### src/rtl/ide_ram_cycle_ctrl_pkg.sv
// State encoding and default timing constants shared by the cycle controller and its bench.
package ide_ram_cycle_ctrl_pkg;

    typedef enum logic [2:0] {
        ST_IDLE,
        ST_RAM_ACC,
        ST_IDE_SETUP,
        ST_IDE_STROBE,
        ST_ACK,
        ST_IDE_RECOV
    } state_t;

    localparam int DEF_RAM_WAIT    = 0;
    localparam int DEF_IDE_SETUP   = 1;
    localparam int DEF_IDE_ACTIVE  = 3;
    localparam int DEF_IDE_RECOVER = 2;
    localparam int DEF_IORDY_TMO   = 15;
    localparam int DEF_CNT_W       = 4;

endpackage

### src/rtl/ide_ram_cycle_ctrl_timer.sv
// Loadable down-counter for cycle timing; holds at zero instead of wrapping.
module ide_ram_cycle_ctrl_timer #(
    parameter int CNT_W = 4
) (
    input  logic             CLK,
    input  logic             _RST,
    input  logic             load,
    input  logic [CNT_W-1:0] load_val,
    input  logic             en,
    output logic             zero
);

    logic [CNT_W-1:0] cnt;

    always_ff @(posedge CLK or negedge _RST) begin
        if (!_RST)
            cnt <= '0;
        else if (load)
            cnt <= load_val;
        else if (en && cnt != '0)
            cnt <= cnt - 1'b1;
    end

    assign zero = (cnt == '0);

endmodule

### src/rtl/ide_ram_cycle_ctrl.sv
// 68000 bus cycle sequencer for Fast RAM and IDE task-file accesses.
// Optional IDE_IORDY_EN: stretch the IDE strobe while IORDY is low, bounded by IORDY_TMO.
module ide_ram_cycle_ctrl
    import ide_ram_cycle_ctrl_pkg::*;
#(
    parameter int RAM_WAIT    = DEF_RAM_WAIT,
    parameter int IDE_SETUP   = DEF_IDE_SETUP,
    parameter int IDE_ACTIVE  = DEF_IDE_ACTIVE,
    parameter int IDE_RECOVER = DEF_IDE_RECOVER,
    parameter int IORDY_TMO   = DEF_IORDY_TMO,
    parameter int CNT_W       = DEF_CNT_W
) (
    input  logic CLK,
    input  logic _RST,
    input  logic _AS,
    input  logic _UDS,
    input  logic _LDS,
    input  logic RW,
    input  logic ram_sel,
    input  logic ide_sel,
    input  logic ide_iordy,
    output logic DTACK,
    output logic _RAM_OE,
    output logic _RAM_WE_U,
    output logic _RAM_WE_L,
    output logic _IDE_IOR,
    output logic _IDE_IOW,
    output logic data_oe,
    output logic busy
);

    localparam logic [CNT_W-1:0] RAM_WAIT_C = CNT_W'(RAM_WAIT);
    localparam logic [CNT_W-1:0] SETUP_C    = CNT_W'(IDE_SETUP - 1);
    localparam logic [CNT_W-1:0] ACTIVE_C   = CNT_W'(IDE_ACTIVE - 1);
    localparam logic [CNT_W-1:0] RECOV_C    = CNT_W'(IDE_RECOVER - 1);

    state_t           state, nxt;
    logic             ide_cyc, rd, lane_u, lane_l;
    logic             nxt_ide, nxt_rd, nxt_u, nxt_l;
    logic             start, ram_on, ide_on;
    logic             tmr_ld, tmr_zero;
    logic [CNT_W-1:0] tmr_val;

`ifdef IDE_IORDY_EN
    localparam logic [CNT_W-1:0] TMO_C = CNT_W'(IORDY_TMO - 1);
    logic stretch, nxt_stretch;
`else
    logic unused_iordy;
    assign unused_iordy = ide_iordy | (IORDY_TMO == 0);
`endif

    ide_ram_cycle_ctrl_timer #(.CNT_W(CNT_W)) u_timer (
        .CLK      (CLK),
        ._RST     (_RST),
        .load     (tmr_ld),
        .load_val (tmr_val),
        .en       (state != ST_IDLE),
        .zero     (tmr_zero)
    );

    always_comb begin
        start   = !_AS && (!_UDS || !_LDS);
        nxt     = state;
        tmr_ld  = 1'b0;
        tmr_val = '0;
        nxt_ide = ide_cyc;
        nxt_rd  = rd;
        nxt_u   = lane_u;
        nxt_l   = lane_l;
`ifdef IDE_IORDY_EN
        nxt_stretch = stretch;
`endif
        case (state)
            ST_IDLE:
                if (start && (ram_sel || ide_sel)) begin
                    // RAM has priority when both windows decode
                    nxt_ide = !ram_sel;
                    nxt_rd  = RW;
                    nxt_u   = !_UDS;
                    nxt_l   = !_LDS;
                    tmr_ld  = 1'b1;
                    if (ram_sel) begin
                        nxt     = ST_RAM_ACC;
                        tmr_val = RAM_WAIT_C;
                    end else begin
                        nxt     = ST_IDE_SETUP;
                        tmr_val = SETUP_C;
                    end
                end
            ST_RAM_ACC:
                if (_AS)           nxt = ST_IDLE;
                else if (tmr_zero) nxt = ST_ACK;
            ST_IDE_SETUP:
                if (_AS) nxt = ST_IDE_RECOV;
                else if (tmr_zero) begin
                    nxt     = ST_IDE_STROBE;
                    tmr_ld  = 1'b1;
                    tmr_val = ACTIVE_C;
                end
`ifdef IDE_IORDY_EN
            ST_IDE_STROBE:
                if (_AS) nxt = ST_IDE_RECOV;
                else if (tmr_zero || stretch) begin
                    if (ide_iordy || (stretch && tmr_zero) || IORDY_TMO == 0)
                        nxt = ST_ACK;
                    else if (!stretch) begin
                        nxt_stretch = 1'b1;
                        tmr_ld      = 1'b1;
                        tmr_val     = TMO_C;
                    end
                end
`else
            ST_IDE_STROBE:
                if (_AS)           nxt = ST_IDE_RECOV;
                else if (tmr_zero) nxt = ST_ACK;
`endif
            ST_ACK:
                if (_AS) nxt = ide_cyc ? ST_IDE_RECOV : ST_IDLE;
            ST_IDE_RECOV:
                if (tmr_zero) nxt = ST_IDLE;
            default:
                nxt = ST_IDLE;
        endcase
        // Entering recovery loads the timer; a zero recovery skips the state
        if (nxt == ST_IDE_RECOV && state != ST_IDE_RECOV) begin
            if (IDE_RECOVER == 0)
                nxt = ST_IDLE;
            else begin
                tmr_ld  = 1'b1;
                tmr_val = RECOV_C;
            end
        end
`ifdef IDE_IORDY_EN
        if (nxt != ST_IDE_STROBE) nxt_stretch = 1'b0;
`endif
    end

    assign ram_on = (nxt == ST_RAM_ACC) || (nxt == ST_ACK && !nxt_ide);
    assign ide_on = (nxt == ST_IDE_STROBE) || (nxt == ST_ACK && nxt_ide);

    always_ff @(posedge CLK or negedge _RST) begin
        if (!_RST) begin
            state     <= ST_IDLE;
            ide_cyc   <= 1'b0;
            rd        <= 1'b0;
            lane_u    <= 1'b0;
            lane_l    <= 1'b0;
`ifdef IDE_IORDY_EN
            stretch   <= 1'b0;
`endif
            DTACK     <= 1'b0;
            _RAM_OE   <= 1'b1;
            _RAM_WE_U <= 1'b1;
            _RAM_WE_L <= 1'b1;
            _IDE_IOR  <= 1'b1;
            _IDE_IOW  <= 1'b1;
            data_oe   <= 1'b0;
            busy      <= 1'b0;
        end else begin
            state     <= nxt;
            ide_cyc   <= nxt_ide;
            rd        <= nxt_rd;
            lane_u    <= nxt_u;
            lane_l    <= nxt_l;
`ifdef IDE_IORDY_EN
            stretch   <= nxt_stretch;
`endif
            DTACK     <= (nxt == ST_ACK);
            _RAM_OE   <= !(ram_on && nxt_rd);
            _RAM_WE_U <= !(ram_on && !nxt_rd && nxt_u);
            _RAM_WE_L <= !(ram_on && !nxt_rd && nxt_l);
            _IDE_IOR  <= !(ide_on && nxt_rd);
            _IDE_IOW  <= !(ide_on && !nxt_rd);
            data_oe   <= (ram_on || ide_on) && nxt_rd;
            busy      <= (nxt != ST_IDLE);
        end
    end

endmodule

### config.mk
export PLATFORM = sky130hd
export DESIGN_NAME = ide_ram_cycle_ctrl
export DESIGN_NICKNAME = d
export VERILOG_FILES = /design/src/rtl/ide_ram_cycle_ctrl_pkg.sv /design/src/rtl/ide_ram_cycle_ctrl_timer.sv /design/src/rtl/ide_ram_cycle_ctrl.sv
export SDC_FILE = /design/constraint.sdc
export NUM_CORES = 1
export LEC_CHECK = 0
export ABC_AREA = 1
export CAP_MARGIN = 20
export CORE_ASPECT_RATIO = 0.5
export CORE_MARGIN = 5
export CORE_UTILIZATION = 40
export CTS_BUF_LIST = sky130_fd_sc_hd__clkbuf_2 sky130_fd_sc_hd__clkbuf_4 sky130_fd_sc_hd__clkbuf_8
export CTS_CLUSTER_DIAMETER = 40
export DETAILED_ROUTE_END_ITERATION = 7
export GPL_TIMING_DRIVEN = 0
export PLACE_DENSITY = 0.73
export SETUP_SLACK_MARGIN = 0.05
export SKIP_CTS_REPAIR_TIMING = 1
export SYNTH_ARGS = -nofsm -noshare
export SYNTH_HDL_FRONTEND = slang
export SYNTH_SLANG_ARGS = --single-unit
### constraint.sdc
create_clock -name CLK -period 1.9 [get_ports CLK]
set_clock_uncertainty 0.1 [all_clocks]
set_input_delay 0.38 -clock CLK [delete_from_list [all_inputs] [get_ports CLK]]
set_output_delay 0.38 -clock CLK [all_outputs]
set_load 0.005 [all_outputs]
# Yosys cells after proc, flatten, opt, wreduce, memory -nomap -nowiden
# Cells that the tools add are included.
# totals
regBits,19
inputBits,9
output_inout_bits,8
word_cells,90
# op_classes
reduce_logical,35
addsub,1
eq_ne,10
muxes,30
# op_table
cell,n
3-bit two-way mux,9
3-bit case mux with 6 select lines,1
1-bit logical AND,13
"3-bit equality test, second input constant",4
1-bit two-way mux,12
4-bit two-way mux,3
1-bit zero test,11
"3-bit by 2-bit equality test with 1-bit output, second input constant",3
2-bit two-way mux,4
"3-bit by 1-bit equality test with 1-bit output, second input constant",2
3-bit nonzero test,2
1-bit logical OR,5
4-bit zero test,1
4-bit nonzero test,1
"4-bit by 1-bit subtractor with 4-bit output, second input constant",1
3-bit zero test,1
"3-bit inequality test, second input constant",1
1-bit case mux with 2 select lines,1
2-bit nonzero test,1

# Logic depth before layout (Yosys ltp)
# Gate-level depths: netlist of the first run.
# logic_depth
word_depth,12
mapped_depth,12
ltp_nobuf,12

# Cells and area by module
# A second synthesis of the first run with hierarchy kept.
# hier_totals
cells_unflattened,149
hier_area_um2,1184.9
# modules_own_cells
module,area_per_inst_um2,seq_area_each_um2,cells_each,n_inst
ide_ram_cycle_ctrl,889.6,381.6,103,1
ide_ram_cycle_ctrl_timer,295.3,100.1,46,1

# Worst setup path before layout of the first run
# OpenSTA, ideal clock, no wires.
# synth_timing
kind,register to register
start,register u_timer.cnt[0]
end,register data_oe
stages_incl_launch_ff,13
required_ns,1.683
n_path_buf,0
arrival_ns,1.299
slack_ns,0.384
synth_period_minus_slack_ns,1.516
setup_ns,0.117
path_cell_list,dfrtp_1 -> inv_1 -> ha_1 -> nand2_2 -> nand2_1 -> nand2_1 -> o21ai_1 -> nor2_1 -> nand2_2 -> nand2_1 -> nand2_1 -> nand2_1 -> nand2_1
# synth_between
elab_chain_cells,9
word_cells_on_any_way,17
cone_classes,3 x eq/ne; 7 x mux; 7 x reduce/logical
# synth_rtl
element,line,rtl
"start, declared",ide_ram_cycle_ctrl_timer.sv:13,logic [CNT_W-1:0] cnt;
"start signal, assigned",ide_ram_cycle_ctrl_timer.sv:19,cnt <= load_val;
"start signal, assigned",ide_ram_cycle_ctrl_timer.sv:21,cnt <= cnt - 1'b1;
4-bit zero test *,ide_ram_cycle_ctrl_timer.sv:24,assign zero = (cnt == '0);
3-bit two-way mux (on tied branches),"ide_ram_cycle_ctrl.sv:92, ide_ram_cycle_ctrl.sv:115, ide_ram_cycle_ctrl.sv:95",
3-bit two-way mux (on tied branches),"ide_ram_cycle_ctrl.sv:114, ide_ram_cycle_ctrl.sv:91, ide_ram_cycle_ctrl.sv:94",
3-bit case mux with 6 select lines *,ide_ram_cycle_ctrl.sv:73,case (state)
net nxt[0],ide_ram_cycle_ctrl.sv:37,"state_t state, nxt;"
3-bit equality test,"ide_ram_cycle_ctrl.sv:138, ide_ram_cycle_ctrl.sv:139",
1-bit logical AND (on tied branches),"ide_ram_cycle_ctrl.sv:138, ide_ram_cycle_ctrl.sv:139",
1-bit logical OR (on tied branches),"ide_ram_cycle_ctrl.sv:138, ide_ram_cycle_ctrl.sv:139",
1-bit logical OR *,ide_ram_cycle_ctrl.sv:174,data_oe <= (ram_on || ide_on) && nxt_rd;
1-bit logical AND *,ide_ram_cycle_ctrl.sv:174,
"end signal, assigned",ide_ram_cycle_ctrl.sv:174,
"end, declared",ide_ram_cycle_ctrl.sv:28,"output logic data_oe,"
# The timed path passes the listed nets; every way through them passes the cells marked *.
# A chain may end at the register's enable or synchronous reset.

# Worst setup path after layout of the first run
# layout_timing
start,register _RAM_WE_U
end,output _RAM_WE_U
# layout_lines
element,line,rtl
"start, declared",ide_ram_cycle_ctrl.sv:24,"output logic _RAM_WE_U,"
"start signal, assigned",ide_ram_cycle_ctrl.sv:170,_RAM_WE_U <= !(ram_on && !nxt_rd && nxt_u);
# No word-level cell between the ends.

==> results of run 1 <==
[kinds of logic (layout without fill, tap and decap cells)]
logic type      after synthesis  count (layout)
compound gates                8               8
xor+xnor                      3               3
fa+ha+maj                     2               2
buf+inv                      20              40
flops                        19              19
simple gates                 78              78
[Yosys cell counts]
cell      instances  area share, %
xnor2_1           2            1.7
o21ai_1           2           0.94
nor2_2            4            2.4
nand3_2           2            1.9
or2_0             1           0.59
inv_2             8            2.8
nand4_1           5            2.9
nor2_4            1            1.1
buf_6             1            1.1
nor3_1            2           0.94
nand2_1          31             11
nor4_1            1           0.59
and2_1            1           0.59
o211ai_1          1           0.71
ha_1              2            2.4
dfrtp_1          14             33
nand3_1          11            5.2
o21ai_2           3            2.5
nand2_4           2            2.1
or2_2             1           0.59
nor2_1           10            3.5
dfstp_2           5             12
inv_1            11            3.9
xor2_1            1           0.83
nand2_2           6            3.5
o21ai_0           2           0.94
[power groups by stage]
stage / clock network, mW / registers, mW / logic [mW]
global route: 0.318 / 0.689 / 1.09
detailed placement: 0 / 0.673 / 0.924
floorplan: 0 / 0.664 / 0.664
finish: 0.289 / 0.672 / 0.957
CTS: 0.296 / 0.667 / 0.930
global placement: 0 / 0.670 / 0.901
[cell type report]
type	instances	area share, %
Multi-Input combinational cell	91	38.3
Buffer	1	0.846
Inverter	19	5.36
Timing Repair Buffer	16	12.2
Tap cell	37	3.48
Sequential cell	19	36.2
Clock buffer	3	3.10
Clock inverter	1	0.564
[cells in the final DEF (no fill, tap or decap), drive strengths merged, types with 3 or more instances in the layout]
cell and count:
nand3 13, dfstp 5, nand4 5, clkdlybuf4s50 13, nor2 15, dfrtp 14
o21ai 7, inv 19, clkbuf 3, nand2 39
[how the worst max path moves through the flow]
stage          cells after the start           start  slack, ps              to
2_1_floorplan                     12  u_timer.cnt[0]        380         data_oe
3_3_place_gp                      12         ram_sel       -210  u_timer.cnt[3]
3_5_place_dp                      12         ram_sel       -220  u_timer.cnt[3]
4_1_cts                           12         ram_sel         40  u_timer.cnt[3]
5_1_grt                           12         ide_sel         60  u_timer.cnt[3]
6_report                           1       _RAM_WE_U        140       _RAM_WE_U
[metal layers]
metal / part of all wire [%] / vias up / GRT usage [%]
li1: - / 451 / -
met1: 48 / 417 / 14.7
met2: 48 / 17 / 21.5
met3: 4.2 / 2 / 3.93
met4: 0.29 / 0 / 3.91
met5: 0 / - / 0
==> impl_metrics.ini, run 1 <==
[sta]
slew_violations = 0
hold_viol = 0
rsz0062_at_grt = no
finalSetupViolCount = 0
period_share_pct = 92.4
worstMarginPinSlew_ps = 829
fmax_mhz = 570
finalCriticalPeriod_ps = 1760
slew-limit-headroom_pct = 44.5
hold_slack_ps = 414
finalSetupTns_ps = 0
setup_ws_ps = 145

[critical_path]
crit_fanout = 1
crit_required_ps = 1420
rr_worst_depth = 10
cp-start-kind = register
worstSetupPathType = reg -> out
r2r-start = u_timer.cnt[0]
path_cells = clkdlybuf4s50_1
regToRegEndpoint = u_timer.cnt[3]
max_stage_delay_ps = 520
critPathArrivalTime_ps = 1280
crit_family = flip-flops
crit_path_top_delay_cell = dfstp_2
path_buf_inv = 1
end_kind = output pin
rrSetupSlack_ps = 230

[logic_synthesis]
yosys.area_share.simple_pct = 36.9
syn_nets = 141
ys_types = 26
yosys.area_share.xor_xnor_pct = 2.48
syn_area_per_cell_um2 = 8.16
synth_compound_area_share_pct = 5.07
yosysWarnings = 0
synth_top_family_by_area = simple AND/OR/NAND/NOR gates
synth_area_mm2 = 0.00106
synthCells = 130
yosysSeqAreaShare_pct = 45.4
synth.area.mux_share_pct = 0
synth-seq-cells = 19
synthAdderAreaFrac_pct = 2.36

[run]
cap_viol_max_count = 0

[final_layout]
fillers = 256
regArea_um2 = 482
regMostFlops = u_timer.cnt
postLayoutCellArea_mm2 = 0.00133
reg_top3 = u_timer.cnt x4, state x3
multi_input_area_um2 = 509
utilization_pct = 51.8
largest_reg_flops = 4
layout.nets = 162
syn_to_final_growth_pct = 25.5
antenna_cells = 0
drive_gt1_share_pct = 28.7
fin_cells = 187

[floorplanning]
num_io_pins = 17
die-width_um = 82.8
dieArea_mm2 = 0.00385
start_util_pct = 41.3
rows = 13
die_y_um = 46.4
placeableCoreArea_mm2 = 0.00257

[cts]
cts_made_buffers = 3
cts.htree.levels = 1
clk_latency_ps = 260
path_clk_slew_ps = 70
cts_tree = built
numClockSinks = 19
cts-root-buf = clkbuf_8
cts.path.max_buffers = 2

[placement]
pre_cts_slack_ps = -219
gp_congestion = 0.787
dp_hpwl_um = 1630
portBuffers = 15
placed_cell_area_mm2 = 0.00126
place_inst = 182

[run_status]
status = complete, no violations

[routing]
num_vias = 887
drc = 0
drt_first_pass_iters = 4
routed_wl_um = 2070
route.antenna.remaining_nets = 0
viasPerCell = 4.74
post_drt_wl_per_cell_um = 11.1
drt_iter0_markers = 15

[power_and_ir_drop]
p_sw_share_pct = 41.0
p_int_mw = 1.13
p_per_area_mw_per_mm2 = 1440
ir_worst_vdd_mv = 0.554
leakage_nw = 0.682
seqPwrFrac_pct = 35.0
p_comb_share_pct = 49.9
total_power_mw = 1.92
clkPwrFrac_pct = 15.1
p_sw_mw = 0.786

[global_route]
grt_overflow = 0
grt_max_degree = 20
antenna_found_initial = 0
grt_pass1_wl_um = 3620
track_usage_pct = 12.2
grt_pass1_vias = 830

[hold_path]
min_from = ram_sel
hp-class = in -> reg
whs_path_depth = 2
holdPathEnd = ide_cyc
Power figures use the tool's default switching activity.
==> run 2, diff against run 1 <==
- PLACE_DENSITY: 0.73 -> 0.61
- TNS_END_PERCENT: default -> 30
==> run 2 against run 1 <==
Against the previous run:
- wire length rose by 3.9%
- fmax fell by 1.4%
- critical path type is now reg -> reg
- sequential power fell by 0.7%
- register-to-register slack got worse by 110 ps
- combinational power barely moved
- flip-flop and latch count did not move
- sequential share of layout area fell by 0.34 points
- design area rose by 0.94%
==> impl_metrics.ini, run 2 (synthesis results as in run 1) <==
[routing]
route.antenna.remaining_nets = 0
drt_iter0_markers = 48
drc = 0
drt_first_pass_iters = 4
num_vias = 872
routed_wl_um = 2150
viasPerCell = 4.66
post_drt_wl_per_cell_um = 11.5

[sta]
finalCriticalPeriod_ps = 1780
rsz0062_at_grt = yes
hold_viol = 0
hold_slack_ps = 406
slew_violations = 0
worstMarginPinSlew_ps = 825
finalSetupViolCount = 0
finalSetupTns_ps = 0
period_share_pct = 93.7
slew-limit-headroom_pct = 44.8
fmax_mhz = 562

[floorplanning]
dieArea_mm2 = 0.00385
rows = 13
placeableCoreArea_mm2 = 0.00257
die_y_um = 46.4
die-width_um = 82.8
start_util_pct = 41.3
num_io_pins = 17

[final_layout]
regArea_um2 = 482
drive_gt1_share_pct = 28.0
reg_top3 = u_timer.cnt x4, state x3
fin_cells = 187
final_common_cell = nand2_1
multi_input_area_um2 = 522
layout_common_cells = nand2_1 (31), dfrtp_1 (14), clkdlybuf4s50_1 (13)
antenna_cells = 0
layout.nets = 162
postLayoutCellArea_mm2 = 0.00134
syn_to_final_growth_pct = 26.7
largest_reg_flops = 4
regMostFlops = u_timer.cnt
fillers = 254

[cts]
numClockSinks = 19
cts-root-buf = clkbuf_8
cts_made_buffers = 3
cts.htree.levels = 1
cts.path.max_buffers = 2
path_clk_slew_ps = 80
cts_tree = built
clk_latency_ps = 260

[power_and_ir_drop]
p_sw_mw = 0.794
ir_worst_vdd_mv = 0.697
p_sw_share_pct = 41.5
p_comb_share_pct = 49.9
p_per_area_mw_per_mm2 = 1420
leakage_nw = 0.684
p_int_mw = 1.12
seqPwrFrac_pct = 34.9
clkPwrFrac_pct = 15.2
total_power_mw = 1.91

[critical_path]
crit_fanout = 5
cp-start-kind = register
critPathArrivalTime_ps = 1840
end_kind = register
crit_required_ps = 1960
worstSetupPathType = reg -> reg

[hold_path]
hp-class = reg -> reg

[global_route]
antenna_found_initial = 0
grt_pass1_wl_um = 3480
track_usage_pct = 11.9
grt_pass1_vias = 784
grt_max_degree = 20
grt_overflow = 0

[placement]
gp_congestion = 0.854
place_inst = 182
placed_cell_area_mm2 = 0.00126
portBuffers = 15
dp_hpwl_um = 1670

[run_status]
status = complete, no violations

[run]
cap_viol_max_count = 0
-- run 2: cell counts in the layout (fill, tap and decap cells not counted) --
Identical to the previous run, type by type.
-- run 2: layout make-up --
cell class | count | share of cell area [%]
Buffer | 1 | 0.838
Clock buffer | 3 | 3.07
Clock inverter | 1 | 0.559
Inverter | 19 | 5.31
Multi-Input combinational cell | 91 | 38.8
Sequential cell | 19 | 35.8
Tap cell | 37 | 3.45
Timing Repair Buffer | 16 | 12.1
-- run 2: final timing paths --
kind,from,endpoint,slack (ps),cells after the start
setup / recovery,u_timer.cnt[0],data_oe,120,11
hold / removal,lane_l,lane_l,410,2
setup reg to reg,u_timer.cnt[0],data_oe,120,11
hold reg to reg,lane_l,lane_l,410,2
max in group asynchronous,_RST,DTACK,700,1
min in group asynchronous,_RST,lane_l,490,1
-- run 2: per-stage QoR --
| stage | util, % | worst slack, ps |
|---|---|---|
| after global routing | 52.3 | 3.09 |
| after floorplan | - | 384 |
| after CTS | 50.8 | 40.2 |
| after detailed placement | 48.9 | -222 |
| final | 52.3 | 120 |
| after global placement | 48.9 | -218 |
-- run 2: power groups by stage --
stage | combinational, mW | clock [mW] | sequential, mW
after floorplan | 0.664 | 0 | 0.664
after global placement | 0.914 | 0 | 0.671
after detailed placement | 0.916 | 0 | 0.675
after CTS | 0.923 | 0.304 | 0.667
after global routing | 1.08 | 0.323 | 0.687
final | 0.954 | 0.292 | 0.667
-- run 2: worst max-delay path: stages, from the launching register on --
cell and delay [ps]:
dfrtp_1 380, inv_1 110, ha_2 200, nand2_2 100
nand2_2 120, nand2_1 60, nor2_1 220, nand2_4 110
nand2_1 70, nand2_1 70, nand2_1 80, nand2_1 60
-- run 2: layer usage --
layer  up-vias  routed length [um]  GRT usage, %
met5         -                   0             0
met4         0                  22          4.23
met3         4                 111          4.64
met2        16                 982          20.2
met1       400                1030          14.2
li1        452                   -             -
==> run 3, diff against run 2 <==
- CORE_MARGIN: 5 -> default
- GPL_ROUTABILITY_DRIVEN: default -> 0
==> run 3 against run 2 <==
Against the previous run:
- critical path depth fell by 10
- fmax up 1.9%
- via count down 0.34%
- global-route usage is 4.1 points higher
- worst setup slack improved by 34 ps
- core utilization rose by 3.7 points
- die area decreased by 25%
- non-clock buffer count fell by 1
- register-to-register slack better by 60 ps
- total power fell by 2.3%
- clock power fell by 5%
- sequential share of layout area grew 0.65 points
- largest cell class unchanged
==> impl_metrics.ini, run 3 (synthesis results as in run 1) <==
[global_route]
grt_overflow = 0
track_usage_pct = 16.0
antenna_found_initial = 0
grt_pass1_wl_um = 3190
grt_pass1_vias = 762
grt_max_degree = 20

[final_layout]
antenna_cells = 0
reg_top3 = u_timer.cnt x4, state x3
fin_cells = 184
syn_to_final_growth_pct = 24.4
largest_reg_flops = 4
final_common_cell = nand2_1
regMostFlops = u_timer.cnt
layout.nets = 161
fillers = 225
drive_gt1_share_pct = 26.2
layout_common_cells = nand2_1 (31), dfrtp_1 (14), clkdlybuf4s50_1 (13)

[floorplanning]
num_io_pins = 17
dieArea_mm2 = 0.00288
die_y_um = 38.4
placeableCoreArea_mm2 = 0.00236
die-width_um = 74.8
rows = 12
start_util_pct = 45.0

[cts]
path_clk_slew_ps = 70
cts-root-buf = clkbuf_8
cts.path.max_buffers = 2
cts_tree = built
numClockSinks = 19
cts.htree.levels = 1
clk_latency_ps = 250
cts_made_buffers = 3

[critical_path]
crit_fanout = 1
path_cells = clkdlybuf4s50_1
regToRegEndpoint = data_oe
crit_path_top_delay_cell = dfstp_2
path_buf_inv = 1
max_stage_delay_ps = 520
end_kind = output pin
worstSetupPathType = reg -> out
cp-start-kind = register
r2r-start = u_timer.cnt[0]
critPathArrivalTime_ps = 1270
rrSetupSlack_ps = 180
startpoint = _RAM_WE_L
crit_required_ps = 1420
crit_family = flip-flops
rr_worst_depth = 12

[hold_path]
min_from = lane_u
holdPathEnd = lane_u
whs_path_depth = 2
hp-class = reg -> reg

[power_and_ir_drop]
ir_worst_vdd_mv = 0.627
p_per_area_mw_per_mm2 = 1420
leakage_nw = 0.679
total_power_mw = 1.87

[placement]
dp_hpwl_um = 1540
place_inst = 180
portBuffers = 15

[sta]
fmax_mhz = 573
worstMarginPinSlew_ps = 847
slew-limit-headroom_pct = 43.4
finalSetupViolCount = 0
hold_viol = 0
finalCriticalPeriod_ps = 1750
period_share_pct = 91.9
slew_violations = 0
rsz0062_at_grt = no

[routing]
route.antenna.remaining_nets = 0
viasPerCell = 4.72
drc = 0
drt_iter0_markers = 47
drt_first_pass_iters = 4
post_drt_wl_per_cell_um = 10.9
routed_wl_um = 2010
num_vias = 869

[run]
cap_viol_max_count = 0

[run_status]
status = complete, no violations
-- run 3: per-layer routing --
layer  vias to the layer above  global-route usage (%)  part of all wire [%]
li1                        449                       -                     -
met1                       397                    19.9                    50
met2                        21                    26.8                    44
met3                         2                    5.53                   5.4
met4                         0                    4.25                  0.55
met5                         -                       0                     0
-- run 3: stage by stage --
step | utilization (%) | setup TNS [ps] | instance area (um^2) | hold WS [ps] | setup WS, ps
finish | 56.0 | 0 | 1320 | 411 | 154
CTS | 55.2 | 0 | 1300 | 421 | 55.3
global placement | 53.2 | -1540 | 1250 | 397 | -214
detailed placement | 53.2 | -1590 | 1250 | 402 | -210
floorplan | - | 0 | 1060 | -15.6 | 384
global route | 56.0 | 0 | 1320 | 449 | 57.8
-- run 3: final cells by class --
class / instances / area (um^2) / share of cell area (%)
multi-input combinational: 91 / 510 / 38.7
clock inverter: 1 / 5.00 / 0.379
tap: 35 / 43.8 / 3.32
inverter: 19 / 71.3 / 5.40
buffer: 1 / 11.3 / 0.853
clock buffer: 3 / 41.3 / 3.13
sequential: 19 / 482 / 36.5
timing repair buffer: 15 / 155 / 11.8
-- run 3: where the power goes --
group	internal [mW]	switching, mW	total (mW)
sequential	0.578	0.0861	0.664
clock	0.146	0.130	0.276
combinational	0.383	0.546	0.930
total	1.11	0.763	1.87
-- run 3: how the worst max path moves through the flow --
stage | endpoint | slack, ps | cells after the start
after global placement | u_timer.cnt[1] | -210 | 12
final | _RAM_WE_L | 150 | 1
after detailed placement | u_timer.cnt[3] | -210 | 12
after floorplan | data_oe | 380 | 12
after global routing | data_oe | 60 | 12
after CTS | u_timer.cnt[3] | 60 | 12
